### src/rtl/hir_conv_pkg.sv
// Shared types and width helper for the parameterised 2-D convolution engine.
package hir_conv_pkg;

  typedef enum logic [2:0] {
    StIdle,
    StKload,
    StConv,
    StWrite,
    StDone
  } state_e;

  // Index width that never collapses to zero bits.
  function automatic int unsigned clog2w(input int unsigned v);
    return (v <= 1) ? 1 : $clog2(v);
  endfunction

endpackage

### src/rtl/hir_conv_tap_counter.sv
// Walks output pixels (r,c) and kernel taps (i,j,n) and flags tap validity and sequence ends.
module hir_conv_tap_counter #(
  parameter int unsigned IMG_W = 8,
  parameter int unsigned IMG_H = 8,
  parameter int unsigned K     = 2,
  parameter int unsigned PAD   = 0,
  parameter int unsigned RW    = 3,
  parameter int unsigned CW    = 3,
  parameter int unsigned IW    = 1,
  parameter int unsigned KW    = 2
) (
  input  logic          clk_i,
  input  logic          rst_ni,
  input  logic          clear_i,
  input  logic          tap_step_i,
  input  logic          pix_step_i,
  output logic [RW-1:0] r_o,
  output logic [CW-1:0] c_o,
  output logic [IW-1:0] i_o,
  output logic [IW-1:0] j_o,
  output logic [KW-1:0] n_o,
  output logic          in_range_o,
  output logic          last_tap_o,
  output logic          last_pixel_o
);

  localparam int unsigned RLast = (PAD != 0) ? IMG_H - 1 : IMG_H - K;
  localparam int unsigned CLast = (PAD != 0) ? IMG_W - 1 : IMG_W - K;

  logic [RW-1:0] r_q, r_d;
  logic [CW-1:0] c_q, c_d;
  logic [IW-1:0] i_q, i_d, j_q, j_d;
  logic [KW-1:0] n_q, n_d;

  assign last_tap_o   = (i_q == IW'(K - 1)) && (j_q == IW'(K - 1));
  assign last_pixel_o = (r_q == RW'(RLast)) && (c_q == CW'(CLast));
  assign in_range_o   = (PAD == 0) ||
                        (((32'(r_q) + 32'(i_q)) < IMG_H) && ((32'(c_q) + 32'(j_q)) < IMG_W));

  assign r_o = r_q;
  assign c_o = c_q;
  assign i_o = i_q;
  assign j_o = j_q;
  assign n_o = n_q;

  always_comb begin
    r_d = r_q;
    c_d = c_q;
    i_d = i_q;
    j_d = j_q;
    n_d = n_q;
    if (clear_i) begin
      r_d = '0;
      c_d = '0;
      i_d = '0;
      j_d = '0;
      n_d = '0;
    end else if (pix_step_i) begin
      i_d = '0;
      j_d = '0;
      n_d = '0;
      if (c_q == CW'(CLast)) begin
        c_d = '0;
        r_d = (r_q == RW'(RLast)) ? '0 : r_q + 1'b1;
      end else begin
        c_d = c_q + 1'b1;
      end
    end else if (tap_step_i) begin
      if (last_tap_o) begin
        i_d = '0;
        j_d = '0;
        n_d = '0;
      end else begin
        n_d = n_q + 1'b1;
        if (j_q == IW'(K - 1)) begin
          j_d = '0;
          i_d = i_q + 1'b1;
        end else begin
          j_d = j_q + 1'b1;
        end
      end
    end
  end

  always_ff @(posedge clk_i) begin
    if (!rst_ni) begin
      r_q <= '0;
      c_q <= '0;
      i_q <= '0;
      j_q <= '0;
      n_q <= '0;
    end else begin
      r_q <= r_d;
      c_q <= c_d;
      i_q <= i_d;
      j_q <= j_d;
      n_q <= n_d;
    end
  end

endmodule

### src/rtl/hir_convolution_param.sv
// Sequential KxK convolution over an image memory: loads the kernel once, then one MAC per cycle.
module hir_convolution_param
  import hir_conv_pkg::*;
#(
  parameter int unsigned DATA_W = 32,
  parameter int unsigned IMG_W  = 8,
  parameter int unsigned IMG_H  = 8,
  parameter int unsigned K      = 2,
  parameter int unsigned PAD    = 0,
  localparam int unsigned AW    = $clog2(IMG_W * IMG_H),
  localparam int unsigned KW    = clog2w(K * K)
) (
  input  logic              clk,
  input  logic              rst,
  input  logic              t,
  output logic              busy,
  output logic              done,
  output logic              img_p0_addr_en,
  output logic [AW-1:0]     img_p0_addr_data,
  output logic              img_p0_rd_en,
  input  logic [DATA_W-1:0] img_p0_rd_data,
  output logic              kernel_p0_addr_en,
  output logic [KW-1:0]     kernel_p0_addr_data,
  output logic              kernel_p0_rd_en,
  input  logic [DATA_W-1:0] kernel_p0_rd_data,
  output logic              output_p0_addr_en,
  output logic [AW-1:0]     output_p0_addr_data,
  output logic              output_p0_wr_en,
  output logic [DATA_W-1:0] output_p0_wr_data
);

  localparam int unsigned NTap = K * K;
  localparam int unsigned RW   = clog2w(IMG_H);
  localparam int unsigned CW   = clog2w(IMG_W);
  localparam int unsigned IW   = clog2w(K);

  state_e            state_q, state_d;
  logic [DATA_W-1:0] acc_q, acc_d;
  logic [DATA_W-1:0] coef_q [NTap];
  logic [DATA_W-1:0] coef_d [NTap];
  logic [KW-1:0]     idx_q, idx_d;
  logic              ker_vld_q, ker_vld_d;
  logic              img_vld_q, img_vld_d;
  logic              drain_q, drain_d;

  logic          cnt_clear, tap_step, pix_step;
  logic [RW-1:0] r;
  logic [CW-1:0] c;
  logic [IW-1:0] i, j;
  logic [KW-1:0] n;
  logic          in_range, last_tap, last_pixel;
  logic [AW-1:0] img_addr, out_addr;

  hir_conv_tap_counter #(
    .IMG_W (IMG_W),
    .IMG_H (IMG_H),
    .K     (K),
    .PAD   (PAD),
    .RW    (RW),
    .CW    (CW),
    .IW    (IW),
    .KW    (KW)
  ) u_tap_counter (
    .clk_i        (clk),
    .rst_ni       (rst),
    .clear_i      (cnt_clear),
    .tap_step_i   (tap_step),
    .pix_step_i   (pix_step),
    .r_o          (r),
    .c_o          (c),
    .i_o          (i),
    .j_o          (j),
    .n_o          (n),
    .in_range_o   (in_range),
    .last_tap_o   (last_tap),
    .last_pixel_o (last_pixel)
  );

  assign img_addr = AW'((32'(r) + 32'(i)) * IMG_W + 32'(c) + 32'(j));
  assign out_addr = AW'(32'(r) * IMG_W + 32'(c));

  always_comb begin
    state_d   = state_q;
    acc_d     = acc_q;
    coef_d    = coef_q;
    idx_d     = n;
    ker_vld_d = 1'b0;
    img_vld_d = 1'b0;
    drain_d   = drain_q;
    cnt_clear = 1'b0;
    tap_step  = 1'b0;
    pix_step  = 1'b0;

    busy                = 1'b0;
    done                = 1'b0;
    img_p0_addr_en      = 1'b0;
    img_p0_addr_data    = '0;
    img_p0_rd_en        = 1'b0;
    kernel_p0_addr_en   = 1'b0;
    kernel_p0_addr_data = '0;
    kernel_p0_rd_en     = 1'b0;
    output_p0_addr_en   = 1'b0;
    output_p0_addr_data = '0;
    output_p0_wr_en     = 1'b0;
    output_p0_wr_data   = '0;

    // Read data lands one cycle after its request; idx_q remembers which tap it belongs to.
    if (ker_vld_q) coef_d[idx_q] = kernel_p0_rd_data;
    if (img_vld_q) acc_d = acc_q + coef_q[idx_q] * img_p0_rd_data;

    unique case (state_q)
      StIdle: begin
        cnt_clear = 1'b1;
        drain_d   = 1'b0;
        if (t) state_d = StKload;
      end
      StKload: begin
        busy = 1'b1;
        if (!drain_q) begin
          kernel_p0_addr_en   = 1'b1;
          kernel_p0_rd_en     = 1'b1;
          kernel_p0_addr_data = n;
          ker_vld_d           = 1'b1;
          tap_step            = 1'b1;
          if (last_tap) drain_d = 1'b1;
        end else begin
          cnt_clear = 1'b1;
          drain_d   = 1'b0;
          state_d   = StConv;
        end
      end
      StConv: begin
        busy = 1'b1;
        if (!drain_q) begin
          if (n == '0) acc_d = '0;
          tap_step = 1'b1;
          if (last_tap) drain_d = 1'b1;
          // Padded taps skip the read but still take their cycle.
          if (in_range) begin
            img_p0_addr_en   = 1'b1;
            img_p0_rd_en     = 1'b1;
            img_p0_addr_data = img_addr;
            img_vld_d        = 1'b1;
          end
        end else begin
          drain_d = 1'b0;
          state_d = StWrite;
        end
      end
      StWrite: begin
        busy                = 1'b1;
        output_p0_addr_en   = 1'b1;
        output_p0_wr_en     = 1'b1;
        output_p0_addr_data = out_addr;
        output_p0_wr_data   = acc_q;
        pix_step            = 1'b1;
        state_d             = last_pixel ? StDone : StConv;
      end
      StDone: begin
        done    = 1'b1;
        state_d = StIdle;
      end
      default: state_d = StIdle;
    endcase
  end

  always_ff @(posedge clk) begin
    if (!rst) begin
      state_q   <= StIdle;
      acc_q     <= '0;
      coef_q    <= '{default: '0};
      idx_q     <= '0;
      ker_vld_q <= 1'b0;
      img_vld_q <= 1'b0;
      drain_q   <= 1'b0;
    end else begin
      state_q   <= state_d;
      acc_q     <= acc_d;
      coef_q    <= coef_d;
      idx_q     <= idx_d;
      ker_vld_q <= ker_vld_d;
      img_vld_q <= img_vld_d;
      drain_q   <= drain_d;
    end
  end

endmodule

### config.mk
export PLATFORM = sky130hd
export DESIGN_NAME = hir_convolution_param
export DESIGN_NICKNAME = d
export VERILOG_FILES = /design/src/rtl/hir_conv_pkg.sv /design/src/rtl/hir_conv_tap_counter.sv /design/src/rtl/hir_convolution_param.sv
export SDC_FILE = /design/constraint.sdc
export NUM_CORES = 2
export LEC_CHECK = 0
export ABC_CLOCK_PERIOD_IN_PS = 21600
export BUFFER_PORTS_ARGS = -buffer_cell sky130_fd_sc_hd__buf_2
export CAP_MARGIN = 20
export CORE_MARGIN = 4
export CORE_UTILIZATION = 50
export DETAILED_ROUTE_END_ITERATION = 8
export GPL_TIMING_DRIVEN = 0
export PLACE_DENSITY_LB_ADDON = 0.15
export REMOVE_ABC_BUFFERS = 1
export SLEW_MARGIN = 5
export SYNTH_ARGS = -nofsm -noshare
export SYNTH_HDL_FRONTEND = slang
export SYNTH_SLANG_ARGS = --single-unit
### constraint.sdc
create_clock -name clk -period 21.6 [get_ports clk]
set_input_delay 4.32 -clock clk [delete_from_list [all_inputs] [get_ports clk]]
set_output_delay 4.32 -clock clk [all_outputs]
set_load 0.005 [all_outputs]
==> out/summary.md <==
The run finished with clean final reports. Across the run, the number of max-cap violations was 0. The tools report the initial antenna violation count as 7. Classification of the worst-slack hold path: flip-flop to flip-flop.

The run gives 973 as the iteration-0 DRC count of the detailed router. The worst setup path is of the input port to flip-flop kind. Setup violations remaining at the end of the flow were counted as 0. The total wire length after detailed routing was 63.5 mm.

The worst setup path is captured at a flip-flop. A synthesized cell averages 8.92 µm². Count of mapped cells out of synthesis: 2750. Entering global routing, the biggest net connects 72 pins. The worst setup path is launched from an input port. Once detail routing completed, the nets flagged for antenna violations numbered 0. The area occupied by registers was 3570 µm². The count of unresolved DRC violations after routing is 0, and the mean routed wirelength per cell is 18.6 µm.

At the worst endpoint, the required time is 21.96 ns. The number of iterations in the first detailed-routing pass came out at 5. In this run the cell area of the synthesized design comes to 24500 µm².

Share of the clock period used by the worst path after layout: 53.1%. The static power due to leakage came out at 12.0 nW. Among all flip-flop cells after synthesis, the most frequent one is sky130_fd_sc_hd__dfxtp_1. The detail-routed via count per cell is 5.23. Fill cells in the final layout number 4451. Once the clock tree was built, the setup fixing pass inserted 0 buffers. The maximum number of buffers from clock root to sink came out at 2. The region available for standard cell placement spans 48100 µm².

For the initial cell density of the core, the log shows 50.9%. The signed area change from the synthesized netlist to the final layout was 6.60%; the maximum vdd drop was 57.4 µV. The number of slew-limit violations in the final report came out at 0. The worst pin sits at a relative slew slack of 32.5%. After clock tree synthesis, the repair step resized 0 gates.

The multi-input combinational cells in the finished layout cover a total of 18500 µm². The register area share after synthesis came out at 14.5%. CTS built an H-tree with a depth of 4. On the final layout, the worst clock skew is 0.0162 ns. For the worst hold-check slack, the log shows 0.462 ns. Power spread over the standard cell area amounts to 47.2 nW/µm². For the I/O pin count, the log shows 121.

Setup repair after global routing left no endpoint under its margin. The die boundary height was 229 µm. Clock latency on the worst-skew pair, taken at its later pin, is 0.44 ns. The row count was 80; the maximum operating frequency was 0.0872 GHz.

The count of endpoints failing hold in the final timing report is 0. In the final design database the tool counted 3379 nets. The clock-pin transition on the worst setup and hold timing paths was 0.08 ns; the half-perimeter wire length of the detailed placement result was 47.6 mm.

In this run the worst path has a maximum fanout of 32. The tree is rooted in a sky130_fd_sc_hd__clkbuf_16. The die width is 229 µm. The transition time of the tightest slew-check pin is 1.01 ns. The clock net in this run drives a total of 178 sinks. After synthesis, the share of flip-flops with an asynchronous set or reset is 0%.

The number of flip-flops and latches in the synthesized netlist was 178. After global routing the overflow that remains totals 0. The number of buffers created by CTS was 17. For the data arrival time of the critical path, the log shows 11.83 ns. The total routing resource utilization after global routing came out at 25.1%.

During synthesis, Yosys emitted a total of 0 warnings. The congestion estimate from routability-driven global placement came to 0.864. Adding up every negative setup slack in the final design gives 0 ns. The hold buffer count at CTS was 0; the die area was 52700 µm². Detailed routing inserted a total of 17900 vias.

The tools report the via count of the first global-routing pass as 19500. For the finished layout, the period the worst path requires is 11.46 ns. TritonCTS built the clock tree.

The number of flops mapped to enable cells by yosys came out at 0. Number of port buffers: 120. In this run, distinct cell masters in the synthesized netlist total 57. Cells with a size suffix above 1 make up 7.69% of the layout.

The tools report the wire length of the first global-routing pass as 105 mm.
[logic make-up (layout without fill, tap and decap cells)]
kind of cell | count (synthesis) | in the layout | synth area share, %
AO/OA/AOI/OAI | 223 | 223 | 6.36
XOR/XNOR | 91 | 91 | 3.31
adder cells (fa/ha/maj) | 567 | 567 | 42.3
buffers and inverters | 652 | 660 | 10.2
flip-flops | 178 | 178 | 14.5
multiplexers | 58 | 58 | 4.02
other | 0 | 4 | 0
AND/OR/NAND/NOR | 981 | 981 | 19.2
[sequential cells by signal, indices dropped and copies added (netlist names)]
| signal | flops |
|---|---|
| ker_vld_q | 1 |
| drain_q | 1 |
| acc_q | 32 |
| u_tap_counter.c_o | 3 |
| coef_q | 128 |
| idx_q | 2 |
| u_tap_counter.n_o | 2 |
| state_q | 3 |
| u_tap_counter.i_o | 1 |
| u_tap_counter.j_o | 1 |
| img_vld_q | 1 |
| u_tap_counter.r_o | 3 |
[placed cells by master (no fill, tap or decap), drive strengths merged, types with 14 or more instances in the layout]
cell type  instances
ha               129
nand2            494
clkbuf            17
o21ai             18
inv              506
mux4              32
nor3              14
dfxtp            178
buf              130
xor2              19
a21oi             33
nor2              73
fa               438
a21boi           129
mux2i             25
xnor2             72
and2             344
[Yosys cell counts (2+ instances only)]
library cell / instances / area share [%]
sky130_fd_sc_hd__or2_2: 2 / 0.051
sky130_fd_sc_hd__buf_6: 2 / 0.092
sky130_fd_sc_hd__nand2b_1: 11 / 0.28
sky130_fd_sc_hd__fa_1: 438 / 36
sky130_fd_sc_hd__buf_2: 4 / 0.082
sky130_fd_sc_hd__or3_1: 6 / 0.15
sky130_fd_sc_hd__ha_1: 129 / 6.6
sky130_fd_sc_hd__xor2_1: 17 / 0.61
sky130_fd_sc_hd__nor3_1: 14 / 0.29
sky130_fd_sc_hd__nand3_1: 10 / 0.20
sky130_fd_sc_hd__dfxtp_1: 178 / 15
sky130_fd_sc_hd__a21oi_1: 33 / 0.67
sky130_fd_sc_hd__mux2i_1: 25 / 1.0
sky130_fd_sc_hd__a21boi_0: 129 / 3.9
sky130_fd_sc_hd__o21ai_0: 18 / 0.37
sky130_fd_sc_hd__o22ai_1: 4 / 0.10
sky130_fd_sc_hd__and3_1: 6 / 0.15
sky130_fd_sc_hd__a2111oi_0: 2 / 0.071
sky130_fd_sc_hd__buf_1: 4 / 0.061
sky130_fd_sc_hd__xor2_2: 2 / 0.13
sky130_fd_sc_hd__nor3b_1: 2 / 0.061
sky130_fd_sc_hd__buf_4: 3 / 0.092
sky130_fd_sc_hd__nor2b_1: 8 / 0.20
sky130_fd_sc_hd__a211oi_1: 6 / 0.18
sky130_fd_sc_hd__buf_12: 2 / 0.16
sky130_fd_sc_hd__o31ai_1: 2 / 0.061
sky130_fd_sc_hd__nor2_1: 73 / 1.1
sky130_fd_sc_hd__mux4_2: 31 / 2.8
sky130_fd_sc_hd__a31oi_1: 2 / 0.051
sky130_fd_sc_hd__xnor2_1: 72 / 2.6
sky130_fd_sc_hd__clkbuf_1: 138 / 2.1
sky130_fd_sc_hd__a211o_1: 2 / 0.071
sky130_fd_sc_hd__inv_1: 498 / 7.6
sky130_fd_sc_hd__a21o_1: 11 / 0.34
sky130_fd_sc_hd__o21bai_1: 4 / 0.12
sky130_fd_sc_hd__nand2_2: 2 / 0.051
sky130_fd_sc_hd__o21a_1: 2 / 0.061
sky130_fd_sc_hd__nand3b_1: 3 / 0.092
sky130_fd_sc_hd__nand2_1: 492 / 7.5
sky130_fd_sc_hd__and2_1: 344 / 8.8
sky130_fd_sc_hd__nand4_1: 3 / 0.077
[per-layer routing]
metal | track usage [%] | routed length, µm
met1 | 32.8 | 26800
met2 | 43.1 | 31300
met3 | 3.57 | 3340
met4 | 7.97 | 2020
met5 | 0 | 53
[cell type report]
cell class	count	share of cell area [%]
clock inverters	15	0.694
flip-flops and latches	178	13.7
repair buffers	130	3.05
well taps	656	3.14
multi-input cells	1920	70.6
inverters	498	7.15
clock buffers	17	1.63
diodes	4	0.0383
[worst max-delay path: stages]
cell and delay [ns]:
sky130_fd_sc_hd__buf_2 0.54, sky130_fd_sc_hd__and2_1 0.26, sky130_fd_sc_hd__fa_1 0.47, sky130_fd_sc_hd__fa_1 0.47, sky130_fd_sc_hd__fa_1 0.51, sky130_fd_sc_hd__inv_1 0.05, sky130_fd_sc_hd__fa_1 0.54, sky130_fd_sc_hd__inv_1 0.05
sky130_fd_sc_hd__fa_1 0.49, sky130_fd_sc_hd__inv_1 0.05, sky130_fd_sc_hd__fa_1 0.52, sky130_fd_sc_hd__inv_1 0.05, sky130_fd_sc_hd__fa_1 0.49, sky130_fd_sc_hd__inv_1 0.05, sky130_fd_sc_hd__fa_1 0.52, sky130_fd_sc_hd__inv_1 0.05
sky130_fd_sc_hd__ha_1 0.35, sky130_fd_sc_hd__a22o_1 0.26, sky130_fd_sc_hd__nor3_1 0.26, sky130_fd_sc_hd__a2111oi_0 0.20, sky130_fd_sc_hd__nor3_1 0.38, sky130_fd_sc_hd__nor3_1 0.10, sky130_fd_sc_hd__or3_1 0.42, sky130_fd_sc_hd__xnor2_1 0.17
sky130_fd_sc_hd__a211oi_2 0.20
[report_power, final]
group / internal (mW) / switching, mW / total [mW]
sequential: 0.331 / 0.00283 / 0.334
combinational: 0.238 / 0.345 / 0.583
clock: 0.158 / 0.160 / 0.318
total: 0.727 / 0.508 / 1.23
[worst paths after layout]
kind / from / end / slack (ns) / cells past startpoint
min reg2reg: coef_q[23] / coef_q[23] / 0.46 / 2
max reg2reg: idx_q[0] / acc_q[30] / 12.65 / 25
max: img_p0_rd_data[0] / acc_q[31] / 10.14 / 25
min: coef_q[23] / coef_q[23] / 0.46 / 2
[stage by stage]
step                area, µm²  util (%)  power (mW)  cells  worst slack (ns)
floorplan               23900         -       0.752   2596             10.91
global placement        25300      52.6       0.915   3372              9.67
detailed placement      25500      53.0       0.923   3382              9.69
CTS                     26100      54.3        1.25   3414             10.13
global route            26100      54.3        1.33   3415              9.76
finish                  26100      54.3        1.23   3418             10.14
Note: power is estimated with default switching activity, not from simulation.
